<file path="config.mk">
export PLATFORM = sky130hd
export DESIGN_NAME = rate_sched
export DESIGN_NICKNAME = d
export VERILOG_FILES = /design/src/rtl/rate_sched_pkg.sv /design/src/rtl/strobe_div.sv /design/src/rtl/rate_sched.sv
export SDC_FILE = /design/constraint.sdc
export NUM_CORES = 1
export LEC_CHECK = 0
export CAP_MARGIN = 20
export CORE_AREA = 3 3 80 82
export CTS_CLUSTER_SIZE = 10
export DETAILED_ROUTE_END_ITERATION = 6
export DIE_AREA = 0 0 83 85
export GPL_ROUTABILITY_DRIVEN = 0
export PLACE_DENSITY_LB_ADDON = 0.12
export SETUP_SLACK_MARGIN = 0.1
export SLEW_MARGIN = 20
export SYNTH_ARGS = -nofsm -noshare
export SYNTH_HDL_FRONTEND = slang
export SYNTH_SLANG_ARGS = --single-unit
export TNS_END_PERCENT = 100
</file>
<file path="constraint.sdc">
create_clock -name clk_in -period 2.9 [get_ports clk_in]
set_clock_uncertainty 0.1 [all_clocks]
set_input_delay 0.29 -clock clk_in [delete_from_list [all_inputs] [get_ports clk_in]]
set_output_delay 0.29 -clock clk_in [all_outputs]
set_load 0.02 [all_outputs]
</file>
<file path="src/rtl/rate_sched_pkg.sv">
// Shared constants and state encoding for the rate scheduler.
package rate_sched_pkg;

    localparam int unsigned CNT_W     = 32;
    localparam int unsigned TC0_DEF   = 99_999_999;
    localparam int unsigned TC1_DEF   = 49_999_999;
    localparam int unsigned TC2_DEF   = 24_999_999;
    localparam int unsigned TC3_DEF   = 12_499_999;
    localparam int unsigned PX_TC_DEF = 3;

    typedef enum logic {
        PAUSED = 1'b0,
        RUN    = 1'b1
    } state_t;

endpackage

</file>
<file path="src/rtl/strobe_div.sv">
// Free-running divider: one-cycle registered strobe every TC+1 cycles.
module strobe_div #(
    parameter int unsigned TC = 3
) (
    input  logic clk_in,
    input  logic rst_n,
    output logic en
);

    localparam int unsigned W = ($clog2(TC + 1) < 2) ? 2 : $clog2(TC + 1);

    logic [W-1:0] cnt;

    always_ff @(posedge clk_in or negedge rst_n) begin
        if (!rst_n) begin
            cnt <= '0;
            en  <= 1'b0;
        end else if (cnt == W'(TC)) begin
            cnt <= '0;
            en  <= 1'b1;
        end else begin
            cnt <= cnt + W'(1);
            en  <= 1'b0;
        end
    end

endmodule

</file>
<file path="src/rtl/rate_sched.sv">
// Tick scheduler with pause/step control and deferred rate switching.
module rate_sched
    import rate_sched_pkg::*;
#(
    parameter int unsigned TC0   = TC0_DEF,
    parameter int unsigned TC1   = TC1_DEF,
    parameter int unsigned TC2   = TC2_DEF,
    parameter int unsigned TC3   = TC3_DEF,
    parameter int unsigned PX_TC = PX_TC_DEF
) (
    input  logic       clk_in,
    input  logic       rst_n,
    input  logic       run,
    input  logic       step,
    input  logic       rate_req,
    input  logic [1:0] rate_sel,
    output logic       tick,
    output logic       px_en,
    output logic       rate_ack,
    output logic       busy,
    output logic [1:0] cur_rate
);

    state_t             state, state_nxt;
    logic [CNT_W-1:0]   cnt, cnt_nxt;
    logic [CNT_W-1:0]   tc_cur;
    logic               tick_nxt, ack_nxt, busy_nxt;
    logic [1:0]         cur_nxt, pend_rate, pend_nxt;

    strobe_div #(.TC(PX_TC)) u_px_div (
        .clk_in (clk_in),
        .rst_n  (rst_n),
        .en     (px_en)
    );

    always_comb begin
        case (cur_rate)
            2'd0:    tc_cur = CNT_W'(TC0);
            2'd1:    tc_cur = CNT_W'(TC1);
            2'd2:    tc_cur = CNT_W'(TC2);
            default: tc_cur = CNT_W'(TC3);
        endcase
    end

    // Next-state and registered-output logic; a pending rate waits for a wrap
    // while running, but is taken immediately (with a count restart) while paused.
    always_comb begin
        state_nxt = run ? RUN : PAUSED;
        cnt_nxt   = cnt;
        tick_nxt  = 1'b0;
        ack_nxt   = 1'b0;
        busy_nxt  = busy;
        cur_nxt   = cur_rate;
        pend_nxt  = pend_rate;

        if (state == RUN) begin
            if (cnt == tc_cur) begin
                cnt_nxt  = '0;
                tick_nxt = 1'b1;
                if (busy) begin
                    cur_nxt  = pend_rate;
                    busy_nxt = 1'b0;
                    ack_nxt  = 1'b1;
                end
            end else begin
                cnt_nxt = cnt + CNT_W'(1);
            end
        end else begin
            if (step && !run) begin
                cnt_nxt  = '0;
                tick_nxt = 1'b1;
            end
            if (busy) begin
                cnt_nxt  = '0;
                cur_nxt  = pend_rate;
                busy_nxt = 1'b0;
                ack_nxt  = 1'b1;
            end
        end

        // A request coinciding with an application becomes the next pending one.
        if (rate_req) begin
            pend_nxt = rate_sel;
            busy_nxt = 1'b1;
        end
    end

    always_ff @(posedge clk_in or negedge rst_n) begin
        if (!rst_n) begin
            state     <= PAUSED;
            cnt       <= '0;
            tick      <= 1'b0;
            rate_ack  <= 1'b0;
            busy      <= 1'b0;
            cur_rate  <= 2'd0;
            pend_rate <= 2'd0;
        end else begin
            state     <= state_nxt;
            cnt       <= cnt_nxt;
            tick      <= tick_nxt;
            rate_ack  <= ack_nxt;
            busy      <= busy_nxt;
            cur_rate  <= cur_nxt;
            pend_rate <= pend_nxt;
        end
    end

endmodule

</file>
==> impl_metrics.ini, run 1 <==
[outcome]
status = finished clean

[worst_setup_path]
crit_required_ns = 2.98
path_cells = o31ai_2 -> o2111ai_1 -> a222oi_1 -> a31oi_2 -> nor2_4 -> buf_4 -> nor2_1
crit_slowest_cell = dfrtp_1
worstPathArrival_ns = 2.56
r2r-end = cnt[19]
end_kind = flip-flop
critPathLaunchType = flip-flop
reg2reg_depth = 7
cp_top_family = compound AO/OA/AOI/OAI gates
path_buf_inv = 1
path_class = flip-flop to flip-flop
reg2reg_slack_ns = 0.41
max_stage_delay_ns = 0.53
cp_max_fo = 25
r2r-start = cur_rate[0]

[yosys]
ys_types = 50
async_flop_share_pct = 100
synth_cells = 230
avgSynthCellArea_um2 = 9.82
synth_ff_type = dfrtp_1
netlist_area_um2 = 2260
yosysSeqAreaShare_pct = 47.6
ys_warn_count = 0
synth_edf_count = 0
syn-num-nets = 239
synth_seq_cells = 43

[die]
dieArea_um2 = 7060
dieWidth_um = 83
start_util_pct = 38.8
core_um2 = 5820
die_h_um = 85
io_pins = 13
rows = 28

[clocking]
clk_pin_slew_ns = 0.09
cts_root_buf = clkbuf_8
cts_tree = yes
cts_max_level = 2
cts_resized = 0
cts-buffers-inserted = 5
clock_latency_ns = 0.30
cts.sinks = 43
cts_max_path_buffers = 2

[global_route]
grt_first_pass_wirelength_um = 8110
overflow = 0
grt_pass1_vias = 1623
grt_max_degree = 44
antenna_found_initial = 0
grtUsageTotal_pct = 14.4

[power_and_ir_drop]
pwr_density_cell_nw_per_um2 = 481
seqPwrFrac_pct = 51.9
swShare_pct = 23.9
intPower_uw = 949
switchingPower_uw = 298
pwr-share-clk_pct = 39.3
power_uw = 1250
leakage_uw = 0.00105
combPwrFrac_pct = 8.7
ir_drop_uv = 202

[sta]
drv_slew = 0
setup_violations = 0
period_needed_ns = 2.49
max_freq_mhz = 402
rsz0062_at_grt = false
fin_tns_setup_ns = 0
hold_violations = 0
relSlewSlack_pct = 61.3
finalCritPeriodShare_pct = 85.7
tightest_slew_ns = 0.579

[min_path]
hold_path.class = primary input to asynchronous set/reset pin

[drt]
viasPerCell = 5.18
drtIter0Drc = 48
first_pass_iters = 5
vias = 1669
wl_per_cell_um = 14.9
antenna_left = 0
drc = 0
drt_wl_total_um = 4810

[layout]
fin_area_um2 = 2590
layout-drive-gt1-share_pct = 9.72
area_growth_pct = 14.7
final_nets = 255
diodes = 0

[job]
cap_viol_max_count = 0

[placement]
dpl_cell_area_um2 = 2440
numPortBuffers = 12
place_hpwl_um = 3330
==> layout make-up <==
cell class / count / area (um^2)
tap: 75 / 93.8
clock buffer: 6 / 82.6
multi-input combinational: 171 / 1110
clock inverter: 2 / 35.0
fill: 589 / 3230
timing repair buffer: 16 / 160
inverter: 9 / 33.8
sequential: 43 / 1080
==> metrics by stage <==
stage,utilization (%),setup WS [ns],instances,hold slack [ns]
3_5_place_dp,42.0,0.387,312,0.328
3_3_place_gp,42.0,0.396,312,0.318
5_1_grt,44.5,0.184,322,0.309
6_report,44.5,0.415,322,0.301
4_1_cts,44.0,0.448,320,0.0880
2_1_floorplan,-,0.589,230,-0.106
==> cell usage in the layout (no fill, tap or decap), types with 2 or more instances in the layout <==
cell type        instances
nor2_1                  39
nor3_1                   7
nand2b_1                 2
buf_4                    2
dfrtp_1                 43
xnor2_1                 15
nor2b_1                  2
nand2_1                 20
mux2i_1                  3
o211ai_1                 3
nand3_1                 10
clkdlybuf4s50_1         11
nand4_1                  7
clkbuf_8                 6
inv_1                    9
a22o_1                   2
xor2_1                  12
a21oi_1                  5
nor4bb_1                 2
and2_1                   2
nor3b_1                  2
ha_1                     2
mux2_2                   3
mux2_4                   2
and3_1                   6
and4_1                   2
==> flip-flops by register name, indices dropped and copies added (netlist names) <==
signal,cells
busy,1
cnt,32
cur_rate,2
pend_rate,2
rate_ack,1
state,1
tick,1
u_px_div.cnt,2
u_px_div.en,1
==> worst max path at each step <==
stage,end,startpoint,cells after the start,slack [ns]
finish,cnt[19],cur_rate[0],7,0.41
global route,cnt[9],cur_rate[0],7,0.18
CTS,cnt[14],cur_rate[0],7,0.45
detailed placement,cnt[31],run,7,0.39
global placement,cnt[31],run,7,0.40
floorplan,cur_rate[0],cur_rate[0],7,0.59
==> Yosys cell counts (2+ instances only) <==
cell	n	area [um^2]
nand2b_1	2	12.5
nor3_1	7	35.0
mux2_2	3	33.8
mux2_4	2	30.0
inv_1	9	33.8
a21oi_1	5	25.0
nand2_1	20	75.1
a22o_1	2	17.5
nand4_1	7	43.8
mux2i_1	3	30.0
nor3b_1	2	15.0
nor2_1	39	146
and2_1	2	12.5
xor2_1	12	105
nor4bb_1	2	20.0
o211ai_1	3	22.5
dfrtp_1	43	1080
and4_1	2	17.5
nor2b_1	2	12.5
ha_1	2	25.0
buf_2	4	20.0
xnor2_1	15	131
nand3_1	10	50.1
and3_1	6	37.5
==> layer usage <==
layer	track usage, %	wire length [um]	vias up
met4	4.46	57	0
met5	0	0	-
met3	3.40	151	6
li1	-	-	825
met1	20.0	2350	821
met2	22.4	2250	17
==> power by group through the flow <==
| stage | Combinational (uW) | Clock [uW] | Sequential, uW |
|---|---|---|---|
| floorplan | 68.5 | 0 | 652 |
| global placement | 106 | 0 | 658 |
| detailed placement | 107 | 0 | 659 |
| CTS | 107 | 500 | 647 |
| global route | 118 | 533 | 651 |
| finish | 109 | 491 | 647 |
==> worst reg2reg max path, cell delays in order, from the launching register on <==
cell and delay, ns:
dfrtp_1 0.53, o31ai_2 0.22, o2111ai_1 0.16, a222oi_1 0.50
a31oi_2 0.31, nor2_4 0.16, buf_4 0.28, nor2_1 0.09
==> cells by family (layout without fill, tap and decap cells) <==
logic type | after synthesis | count (layout) | synth area share [%]
AOI/OAI and AO/OA | 24 | 24 | 8.42
adders and majority gates | 2 | 2 | 1.11
buffers and inverters | 16 | 33 | 3.27
muxes | 8 | 8 | 4.16
DFF | 43 | 43 | 47.6
xor gates and xnor gates | 27 | 27 | 10.5
and+or+nand+nor | 110 | 110 | 24.9
==> what timing repair did <==
action,in CTS,in global routing
hold endpoints to repair,0,11
hold buffers,0,1
setup buffers,0,0
Note: power is estimated with default switching activity, not from simulation.
==> inputs of run 2 (changes only) <==
--- a/config.mk
+++ b/config.mk
@@ -13,7 +13,7 @@
 export GPL_ROUTABILITY_DRIVEN = 0
 export PLACE_DENSITY_LB_ADDON = 0.12
 export SETUP_SLACK_MARGIN = 0.1
-export SLEW_MARGIN = 20
+export SLEW_MARGIN = 30
 export SYNTH_ARGS = -nofsm -noshare
 export SYNTH_HDL_FRONTEND = slang
 export SYNTH_SLANG_ARGS = --single-unit
==> run 2 against run 1 <==
  * Design area shrank 0.68%
  * Highest routed layer unchanged
  * Utilization down 0.30 points
  * Count of clock-buffer cells in the layout did not move
  * Largest power group unchanged
  * Power barely moved
  * Wire length is 0.46% lower
  * Die area unchanged
  * Sequential share of layout area up 0.28 points
  * Global-route usage increased by 0.30 points
==> impl_metrics.ini, run 2 (synthesized netlist as in run 1, its figures left out) <==
[layout]
layout_commonest_cell = dfrtp_1
largest_reg_flops = 32
final_cell_mix = dfrtp_1 (43), nor2_1 (39), nand2_1 (20)
area_growth_pct = 13.9
fin_cells = 321
final_nets = 254
top_register = cnt
diodes = 0
layout-drive-gt1-share_pct = 9.35
fin_area_um2 = 2570

[worst_setup_path]
end_kind = flip-flop
path_buf_inv = 1
path_cells = nor4bb_1 -> a31oi_1 -> nor4bb_1 -> a31oi_2 -> nor2_4 -> buf_4 -> nor2_1
crit_slowest_cell = dfrtp_1
worstPathArrival_ns = 2.56
crit_required_ns = 2.98
cp_top_family = simple AND/OR/NAND/NOR gates
critPathLaunchType = flip-flop
cp_max_fo = 25
cpMostUsedCell = nor4bb_1
max_stage_delay_ns = 0.58
path_class = flip-flop to flip-flop

[global_route]
grt_pass1_vias = 1666
grt_first_pass_wirelength_um = 8310
grt_max_degree = 44
antenna_found_initial = 0
overflow = 0
grtUsageTotal_pct = 14.7

[drt]
met2RoutedLength_um = 2170
vias = 1649
first_pass_iters = 4
drc = 0
antenna_left = 0
drtIter0Drc = 70
viasPerCell = 5.14
wl_met3_um = 117
drt-met1-wl_um = 2440
drt_wl_total_um = 4790
wl_per_cell_um = 14.9
routed.top_layer = met4

[die]
die_h_um = 85
io_pins = 13
dieArea_um2 = 7060
core_um2 = 5820
rows = 28
dieWidth_um = 83
start_util_pct = 38.8

[job]
cap_viol_max_count = 0

[clocking]
cts_max_level = 2
cts_max_path_buffers = 2
cts_tree = yes
clock_latency_ns = 0.30
cts-buffers-inserted = 5
post_cts_buffers = 0
cts_root_buf = clkbuf_8
cts.sinks = 43
clk_pin_slew_ns = 0.09

[placement]
numPortBuffers = 12
place_ws_ns = 0.409
dpl_cell_area_um2 = 2440
dpl.cell_count = 312
place_hpwl_um = 3310

[sta]
tightest_slew_ns = 0.552
fin_tns_setup_ns = 0
relSlewSlack_pct = 63.1
max_freq_mhz = 402
rsz0062_at_grt = false
fin_ws_ns = 0.413
hold_violations = 0
drv_slew = 0
period_needed_ns = 2.49
finalCritPeriodShare_pct = 85.8
setup_violations = 0

[power_and_ir_drop]
ir_drop_uv = 179
power_uw = 1250
leakage_uw = 0.00104
pwr_density_cell_nw_per_um2 = 485

[min_path]
hold_path.class = flip-flop to flip-flop

[outcome]
status = finished clean
==> run 2: cell types whose count changed in the layout (fill, tap and decap cells not counted), sizes merged <==
cell  previous run  this run
buf              4         3
==> run 2: worst paths after layout <==
kind	start	endpoint	slack [ns]	cells after the start
max	cur_rate[0]	cnt[22]	0.41	7
min	u_px_div.cnt[0]	u_px_div.cnt[0]	0.34	1
max in group asynchronous	rst_n	cnt[27]	1.90	2
max reg2reg	cur_rate[0]	cnt[22]	0.41	7
min in group asynchronous	rst_n	cnt[2]	0.42	2
min reg2reg	u_px_div.cnt[0]	u_px_div.cnt[0]	0.34	1
==> run 2: timing repair <==
action / CTS / global route
resized for setup: 0 / 0
hold buffers: 1 / 0
hold endpoints to repair: 43 / 0
==> run 2: metrics by stage <==
| step | utilization, % | hold slack (ns) |
|---|---|---|
| 3_5_place_dp | 42.0 | 0.226 |
| 3_3_place_gp | 42.0 | 0.318 |
| 5_1_grt | 44.2 | 0.359 |
| 6_report | 44.2 | 0.339 |
| 2_1_floorplan | - | -0.106 |
| 4_1_cts | 44.2 | 0.340 |
==> run 2: cell type report <==
cell class | instances | area (um^2)
clock inverter | 2 | 35.0
multi-input combinational | 171 | 1110
tap | 75 | 93.8
sequential | 43 | 1080
inverter | 9 | 33.8
timing repair buffer | 15 | 143
fill | 593 | 3240
clock buffer | 6 | 82.6
==> run 2: per-layer routing <==
metal	global-route usage (%)	vias to the layer above
met5	0	-
met4	4.46	0
li1	-	826
met3	3.40	7
met1	20.6	803
met2	22.8	13
==> run 2: report_power, final <==
group          switching, uW  internal, uW  total [uW]  leakage, uW
Clock                    216           279         495    0.0000612
Sequential              31.1           616         647     0.000577
Combinational           53.7          51.8         105     0.000406
Total                    301           947        1250      0.00104
==> inputs of run 3 (changes only) <==
--- a/config.mk
+++ b/config.mk
@@ -6,10 +6,10 @@
 export NUM_CORES = 1
 export LEC_CHECK = 0
 export CAP_MARGIN = 20
-export CORE_AREA = 3 3 80 82
+export CORE_AREA = 3 3 70 72
 export CTS_CLUSTER_SIZE = 10
 export DETAILED_ROUTE_END_ITERATION = 6
-export DIE_AREA = 0 0 83 85
+export DIE_AREA = 0 0 73 75
 export GPL_ROUTABILITY_DRIVEN = 0
 export PLACE_DENSITY_LB_ADDON = 0.12
 export SETUP_SLACK_MARGIN = 0.1
==> run 3 against run 2 <==
  * Die area down 22%
  * First-iteration DRC count up 100%
  * Setup slack worse by 0.019 ns
  * Design area down 1.8%
  * Largest power group unchanged
  * Via count up 1.1%
  * Sequential power about the same
  * Register-to-register slack worse by 0.02 ns
  * Worst hold slack worse by 0.0045 ns
  * Sequential share of layout area up 0.77 points
==> impl_metrics.ini, run 3 (synthesized netlist as in run 1, its figures left out) <==
[sta]
hold_violations = 0
finalCritPeriodShare_pct = 86.4
rsz0062_at_grt = false
fin_tns_setup_ns = 0
relSlewSlack_pct = 64.2
fin_ws_ns = 0.394
drv_slew = 0
setup_violations = 0
max_freq_mhz = 399
period_needed_ns = 2.51
finalHoldWorstSlack_ns = 0.334
tightest_slew_ns = 0.538

[die]
io_pins = 13
core_um2 = 4350
rows = 24
start_util_pct = 51.9
dieWidth_um = 73
dieArea_um2 = 5480
die_h_um = 75

[power_and_ir_drop]
intPower_uw = 885
power_uw = 1160
pwr_density_cell_nw_per_um2 = 459
switchingPower_uw = 275
combPwrFrac_pct = 9.0
swShare_pct = 23.7
pwr-share-clk_pct = 35.2
ir_drop_uv = 281
seqPwrFrac_pct = 55.9
leakage_uw = 0.00103

[drt]
viasPerCell = 5.59
vias = 1667
antenna_left = 0
wl_per_cell_um = 14.9
first_pass_iters = 4
drtIter0Drc = 141
drc = 0
drt_wl_total_um = 4430

[clocking]
cts.sinks = 43
clk_pin_slew_ns = 0.08
clock_latency_ns = 0.29
cts_max_level = 2
cts-buffers-inserted = 5
cts_root_buf = clkbuf_8
cts_tree = yes
cts_max_path_buffers = 2

[layout]
area_growth_pct = 11.9
diodes = 0
final_cell_mix = dfrtp_1 (43), nor2_1 (39), nand2_1 (20)
layout_commonest_cell = dfrtp_1
final_nets = 254
largest_reg_flops = 32
layout-drive-gt1-share_pct = 8.94
fin_cells = 298
top_register = cnt

[global_route]
grt_max_degree = 44
busiest_layer = met1
antenna_found_initial = 0
overflow = 0
grt_first_pass_wirelength_um = 7940
use_met3_pct = 2.80
grtUsageMet1_pct = 28.3
grt_pass1_vias = 1590
grtUsageTotal_pct = 18.9
grtUsageMet2_pct = 27.4

[worst_setup_path]
r2r-end = cnt[12]
reg2reg_slack_ns = 0.39
crit_required_ns = 2.97
end_kind = flip-flop
setup.worst_path.end = cnt[12]
cp_max_fo = 25
reg2reg_depth = 7
startpoint = cur_rate[1]
worstPathArrival_ns = 2.58
critPathLaunchType = flip-flop
r2r-start = cur_rate[1]
path_class = flip-flop to flip-flop

[outcome]
status = finished clean

[min_path]
hp-start = u_px_div.cnt[0]
hold_path.class = flip-flop to flip-flop

[placement]
place_hpwl_um = 3160
dpl.cell_count = 289
place_ws_ns = 0.391
numPortBuffers = 12

[job]
cap_viol_max_count = 0
-- run 3: area by class of cell --
cell class	count	area, um^2
clock buffers	8	100
fillers	382	1830
inverters	9	33.8
multi-input cells	171	1110
flip-flops and latches	43	1080
well taps	52	65.1
repair buffers	15	143
-- run 3: power groups by stage --
stage               Clock, uW  Combinational (uW)  Sequential, uW
floorplan                   0                68.5             652
CTS                       428                 105             648
finish                    408                 104             648
global placement            0                 104             660
detailed placement          0                 104             660
global route              444                 114             652
-- run 3: routing by layer --
layer,share of wire [%],vias to the layer above
li1,-,825
met1,52,813
met2,44,24
met3,2.5,5
met4,1.5,0
met5,0,-
-- run 3: how the worst min path moves through the flow --
stage	endpoint	cells after the start
floorplan	busy	0
global placement	u_px_div.cnt[0]	1
detailed placement	u_px_div.cnt[0]	1
CTS	cnt[2]	1
global route	u_px_div.cnt[0]	1
finish	u_px_div.cnt[0]	1
-- run 3: worst max-delay path, cell delays in order, from the launching register on --
cell and delay [ns]:
dfrtp_1 0.64, and3_1 0.21, o21ai_0 0.07, a222oi_1 0.51
a31oi_2 0.31, nor2_4 0.16, buf_4 0.27, nor2_1 0.10
-- run 3: through the flow --
stage | cell area [um^2] | util, %
finish | 2530 | 58.0
global route | 2530 | 58.0
CTS | 2510 | 57.7
detailed placement | 2410 | 55.4
global placement | 2410 | 55.4
floorplan | 2260 | -
-- run 3: repair_timing --
action                                 4_1_cts  5_1_grt
hold buffers                                 0        1
endpoints found under the hold margin        0       43
resized for setup                            0        0
setup buffers                                0        0
==> patch 1: new RTL, settings of run 1 <==
Reset style: synchronous (`rst_n`), changed in 2 clocked blocks.
--- a/src/rtl/strobe_div.sv
+++ b/src/rtl/strobe_div.sv
@@ -13,3 +13,3 @@
 
-    always_ff @(posedge clk_in or negedge rst_n) begin
+    always_ff @(posedge clk_in) begin
         if (!rst_n) begin
--- a/src/rtl/rate_sched.sv
+++ b/src/rtl/rate_sched.sv
@@ -87,3 +87,3 @@
 
-    always_ff @(posedge clk_in or negedge rst_n) begin
+    always_ff @(posedge clk_in) begin
         if (!rst_n) begin
Behaviour: differs if rst_n is asserted again (counterexample within 4 cycles, from zero or initial values and one cycle with rst_n low); with rst_n held inactive, the same outputs for 10 cycles.
==> patch 1 against run 1 <==
  * Final cell count increased by 11%
  * Final area decreased by 0.58%
  * Sequential cell count unchanged
  * Power decreased by 6.2%
  * Area after synthesis decreased by 0.66%
  * Via count increased by 13%
  * Worst hold slack improved by 0.029 ns
  * Routed wire length increased by 8.4%
  * First-iteration DRC count increased by 140%
  * Setup slack improved by 0.072 ns
  * Critical path type unchanged
  * Highest routed layer unchanged
==> patch 1: results (changes against run 1) <==
Cells and area
  • Share of layout cells above drive strength 1: 8.87% (-0.85 points)
  • Layout Nets: 290 (+14%)
  • Final Util: 44.3% (-0.26 points)
  • Final Instance Count excl. Fillers: 357 (+11%)
  • Filler Cell Count: 615 (+4.4%)
  • Register bank with the most flops: cnt

Synth
  • Post-synthesis cell type count: 58 (+16%)
  • Seq/Total Area, Yosys: 38.4% (-9.3 points)
  • Adder-Cell Fraction of Synth Area: 1.12% (+0.0074 points)
  • Synth area leaders: dfxtp_1 (38%), xor2_1 (5.5%), nand2_1 (4.5%), nor2_1 (4.5%), nand4_1 (3.3%)
  • Count leader, synth: dfxtp_1
  • Synth Area per Inst: 8.40 sq um (-14%)
  • Multiplexer share of the synthesized area: 1.78% (-2.4 points)
  • Synth top cells by count: dfxtp_1 (43), nand2_1 (27), nor2_1 (27)
  • Asr flop ratio synth: 0% (-100 points)
  • Xor/xnor cell area share of the yosys netlist: 7.03% (-3.4 points)
  • Mapped Nets: 276 (+15%)
  • Synth Area in Compound Gates: 14.3% (+5.9 points)
  • Most used DFF post-synth: dfxtp_1

Place
  • Placed insts: 349 (+12%)
  • Final HPWL DP: 3750 um (+13%)
  • Setup Slack @ Placement: 0.441 ns (+0.0542 ns)
  • Input/output buffers: 12 (unchanged)
  • Dpl cell area: 0.00246 sq mm (+0.61%)

Clock tree
  • Worst-skew pair later-pin latency: 0.30 ns (about the same)
  • Post-CTS setup buffer count: 0 (unchanged)

Setup path
  • Crit-path slowest cell: or4_4
  • Worst EP arrival: 2.49 ns (-0.07 ns)
  • Critical Path Max Stage Delay: 0.49 ns (-0.04 ns)
  • CP Max Fanout: 20 (-20%)

Routing
  • Number of detailed-route iterations in the first pass: 4 (-1)
  • Vias: 1881 (+13%)
  • Routed wire length: 5210 um (+8.4%)
  • Initial DRC Count: 116 (+140%)

Power
  • Max VDD drop: 216 uV (+6.7%)
  • Switching pwr: 0.256 mW (-14%)
  • Leak: 0.884 nW (-16%)
  • Power share of the combinational group: 6.3% (-2.4 points)
  • Sequential power share: 52.0% (about the same)
  • Internal cell power: 0.913 mW (-3.8%)

GRT
  • Pin count of the biggest net entering global routing: 23 (-48%)
  • First-pass GRT wire length: 9030 um (+11%)
  • All-Layer GR Usage: 15.6% (+1.2 points)
  • Vias in the first global route: 1770 (+9.1%)

STA
  • Endpoints failing setup: 0 (unchanged)
  • Rel. slew slack: 54.6% (-6.7 points)

Status
  • Status: completed

Hold path
  • Worst hold path class: reg -> reg
patch 1: cell count changes after synthesis, sizes merged, moves of 6 or more:
| cell | run 1 | this run |
|---|---|---|
| dfrtp | 43 | 0 |
| dfxtp | 0 | 43 |
| nor2 | 40 | 27 |
| xnor2 | 15 | 4 |
| clkbuf | 2 | 9 |
| nand2 | 20 | 27 |
| o21ai | 1 | 8 |
| nor2b | 2 | 8 |
patch 1: area by class of cell:
cell class	instances	area, sq um	area share [%]
clock buffer	6	82.6	3.21
clock inverter	2	35.0	1.36
inverter	5	18.8	0.729
multi-input combinational	205	1300	50.3
sequential	43	861	33.4
tap	75	93.8	3.64
timing repair buffer	21	188	7.29
patch 1: final timing paths:
path | from | end | slack (ns) | cells past startpoint
hold / removal | u_px_div.cnt[0] | u_px_div.cnt[0] | 0.33 | 1
setup / recovery | cnt[14] | cnt[18] | 0.49 | 7
setup reg to reg | cnt[14] | cnt[18] | 0.49 | 7
hold reg to reg | u_px_div.cnt[0] | u_px_div.cnt[0] | 0.33 | 1
patch 1: layer usage:
layer / part of all wire (%) / routed length [um] / GRT usage (%)
met4: 0.75 / 39 / 4.46
met5: 0 / 0 / 0
met3: 3.8 / 196 / 3.11
met1: 51 / 2680 / 22.6
met2: 44 / 2300 / 23.5
patch 1: worst max-delay path: cells and delay by family (launching register included):
| family | cells | cell delay [ns] |
|---|---|---|
| AO/OA/AOI/OAI | 3 | 0.73 |
| buffers and inverters | 1 | 0.26 |
| flip-flops | 1 | 0.44 |
| AND/OR/NAND/NOR | 3 | 0.74 |
patch 1: cells by family (layout without fill, tap and decap cells):
logic type / Yosys count / in the layout
flops: 43 / 43
xor+xnor: 18 / 18
compound gates: 43 / 43
simple gates: 138 / 138
buf+inv: 19 / 34
fa+ha+maj: 2 / 2
mux: 4 / 4
==> patch 2: new RTL, settings of run 1 <==
Made on the original files. Change the package constant `CNT_W` from 32 to 16.
--- a/src/rtl/rate_sched_pkg.sv
+++ b/src/rtl/rate_sched_pkg.sv
@@ -3,3 +3,3 @@
 
-    localparam int unsigned CNT_W     = 32;
+    localparam int unsigned CNT_W     = 16;
     localparam int unsigned TC0_DEF   = 99_999_999;
Check against the original RTL: no difference found for any inputs over 10 cycles, from zero or initial values and one cycle with rst_n low; that may be too few to reach the edited logic, so the function may still have changed.
==> patch 2 against run 1 <==
  * Sequential cell count shrank 16
  * Critical path depth shrank 2
  * Routed wire length shrank 23%
  * Final area shrank 32%
  * Highest routed layer unchanged
  * Setup slack gained 0.43 ns
  * Worst hold slack lost 0.0098 ns
  * Clock power shrank 55%
  * Die area is the same
  * Via count shrank 27%
  * Sequential share of layout area shrank 2.9 points
  * Power shrank 41%
  * Area after synthesis shrank 32%
==> patch 2: results (changes against run 1) <==
Status
  • Status: completed

Clock tree
  • Worst-skew pair later-pin latency: 0.28 ns (-0.02 ns)
  • Clock buffer count from CTS: 3 (-2)
  • Worst-path clk slew: 0.10 ns
  • Root Buffer: clkbuf_8
  • Max Buffers Root-to-Sink: 2 (unchanged)
  • Post-CTS setup buffer count: 0 (unchanged)
  • Post_cts resized: 0 (unchanged)
  • Max H-tree Level: 1 (-1)

STA
  • Rel. slew slack: 59.6% (-1.7 points)
  • Fin. Hold Viols: 0 (unchanged)

Cells and area
  • Register bank with the most flops: cnt
  • Layout Nets: 175 (-31%)
  • Max reg flops: 16 (-50%)
  • Antenna diodes: 0 (unchanged)
  • Filler Cell Count: 642 (+9.0%)
  • Share of layout cells above drive strength 1: 9.09% (-0.63 points)

Synth
  • Mapped Nets: 166 (-31%)
  • Most used DFF post-synth: dfrtp_1
  • Synth area leaders: dfrtp_1 (44%), nand2_1 (6.4%), nand3_1 (3.3%), o211ai_1 (3.0%), and3_1 (2.5%)
  • Seq/Total Area, Yosys: 44.3% (-3.3 points)
  • Post-synthesis cell type count: 43 (-14%)
  • Synth top cells by count: dfrtp_1 (27), nand2_1 (26), nand3_1 (10)
  • Synth warn: 0 (unchanged)
  • Asr flop ratio synth: 100% (unchanged)

Routing
  • Initial DRC Count: 49 (+2.1%)
  • DR WL/cell: 15.4 um (+3.4%)
  • Number of detailed-route iterations in the first pass: 4 (-1)
  • Vias: 1223 (-27%)

GRT
  • Initial antenna violation count: 0 (unchanged)
  • Vias in the first global route: 1277 (-21%)
  • All-Layer GR Usage: 11.3% (-3.1 points)
  • First-pass GRT wire length: 6470 um (-20%)
  • Pin count of the biggest net entering global routing: 28 (-36%)
  • GR Overflow Total: 0 (unchanged)

Setup path
  • Crit-path slowest cell: dfrtp_1
  • CP Max Fanout: 12 (-52%)
  • Worst EP arrival: 2.13 ns (-0.43 ns)
  • Critical Path Max Stage Delay: 0.50 ns (-0.03 ns)
  • Top delay family on crit path: compound AO/OA/AOI/OAI gates

Place
  • Final HPWL DP: 2590 um (-22%)
  • Dpl cell area: 0.00170 sq mm (-30%)
  • Setup Slack @ Placement: 0.838 ns (+0.451 ns)
  • Input/output buffers: 12 (unchanged)

Hold path
  • Worst hold path class: in -> async

Power
  • Max VDD drop: 199 uV (-1.7%)
  • Leak: 0.700 nW (-34%)
patch 2: report_power, final:
group	switching, mW	internal (mW)	total (mW)
combinational	0.0463	0.0422	0.0886
clock	0.126	0.0966	0.222
sequential	0.0263	0.392	0.419
patch 2: final cells by class:
type,count,area share [%]
Clock inverter,1,0.286
Sequential cell,27,38.6
Clock buffer,3,2.36
Tap cell,75,5.36
Multi-Input combinational cell,120,45.6
Timing Repair Buffer,14,7.73
patch 2: kinds of logic (layout without fill, tap and decap cells):
group	Yosys count	after routing	share of synthesized area [%]
buffers and inverters	10	18	3.36
xor gates and xnor gates	4	4	2.30
and+or+nand+nor	77	77	27.7
muxes	3	3	2.21
adders and majority gates	2	2	1.64
DFF	27	27	44.3
AOI/OAI and AO/OA	34	34	18.5
patch 2: per-stage QoR:
stage               utilization [%]  hold slack [ns]  instances
global placement               29.3            0.314        236
global route                   30.1            0.319        240
floorplan                         -           -0.106        157
finish                         30.1            0.291        240
CTS                            30.1            0.302        240
detailed placement             29.3            0.324        236
patch 2: per-layer routing:
layer	share of wire, %	vias to the layer above	GRT usage [%]
li1	-	591	-
met1	47	608	14.6
met2	49	17	19.1
met3	2.1	7	1.84
met4	1.8	0	4.16
met5	0	-	0
patch 2: path summary, 6_finish.rpt:
path / start / end / slack (ns) / depth (start not counted)
setup / recovery: cnt[10] / cnt[8] / 0.85 / 5
max in group asynchronous: rst_n / cnt[6] / 2.15 / 2
setup reg to reg: cnt[10] / cnt[8] / 0.85 / 5
hold reg to reg: u_px_div.cnt[0] / u_px_div.cnt[0] / 0.33 / 1
hold / removal: rst_n / cur_rate[1] / 0.29 / 2
min in group clk_in: u_px_div.cnt[0] / u_px_div.cnt[0] / 0.33 / 1
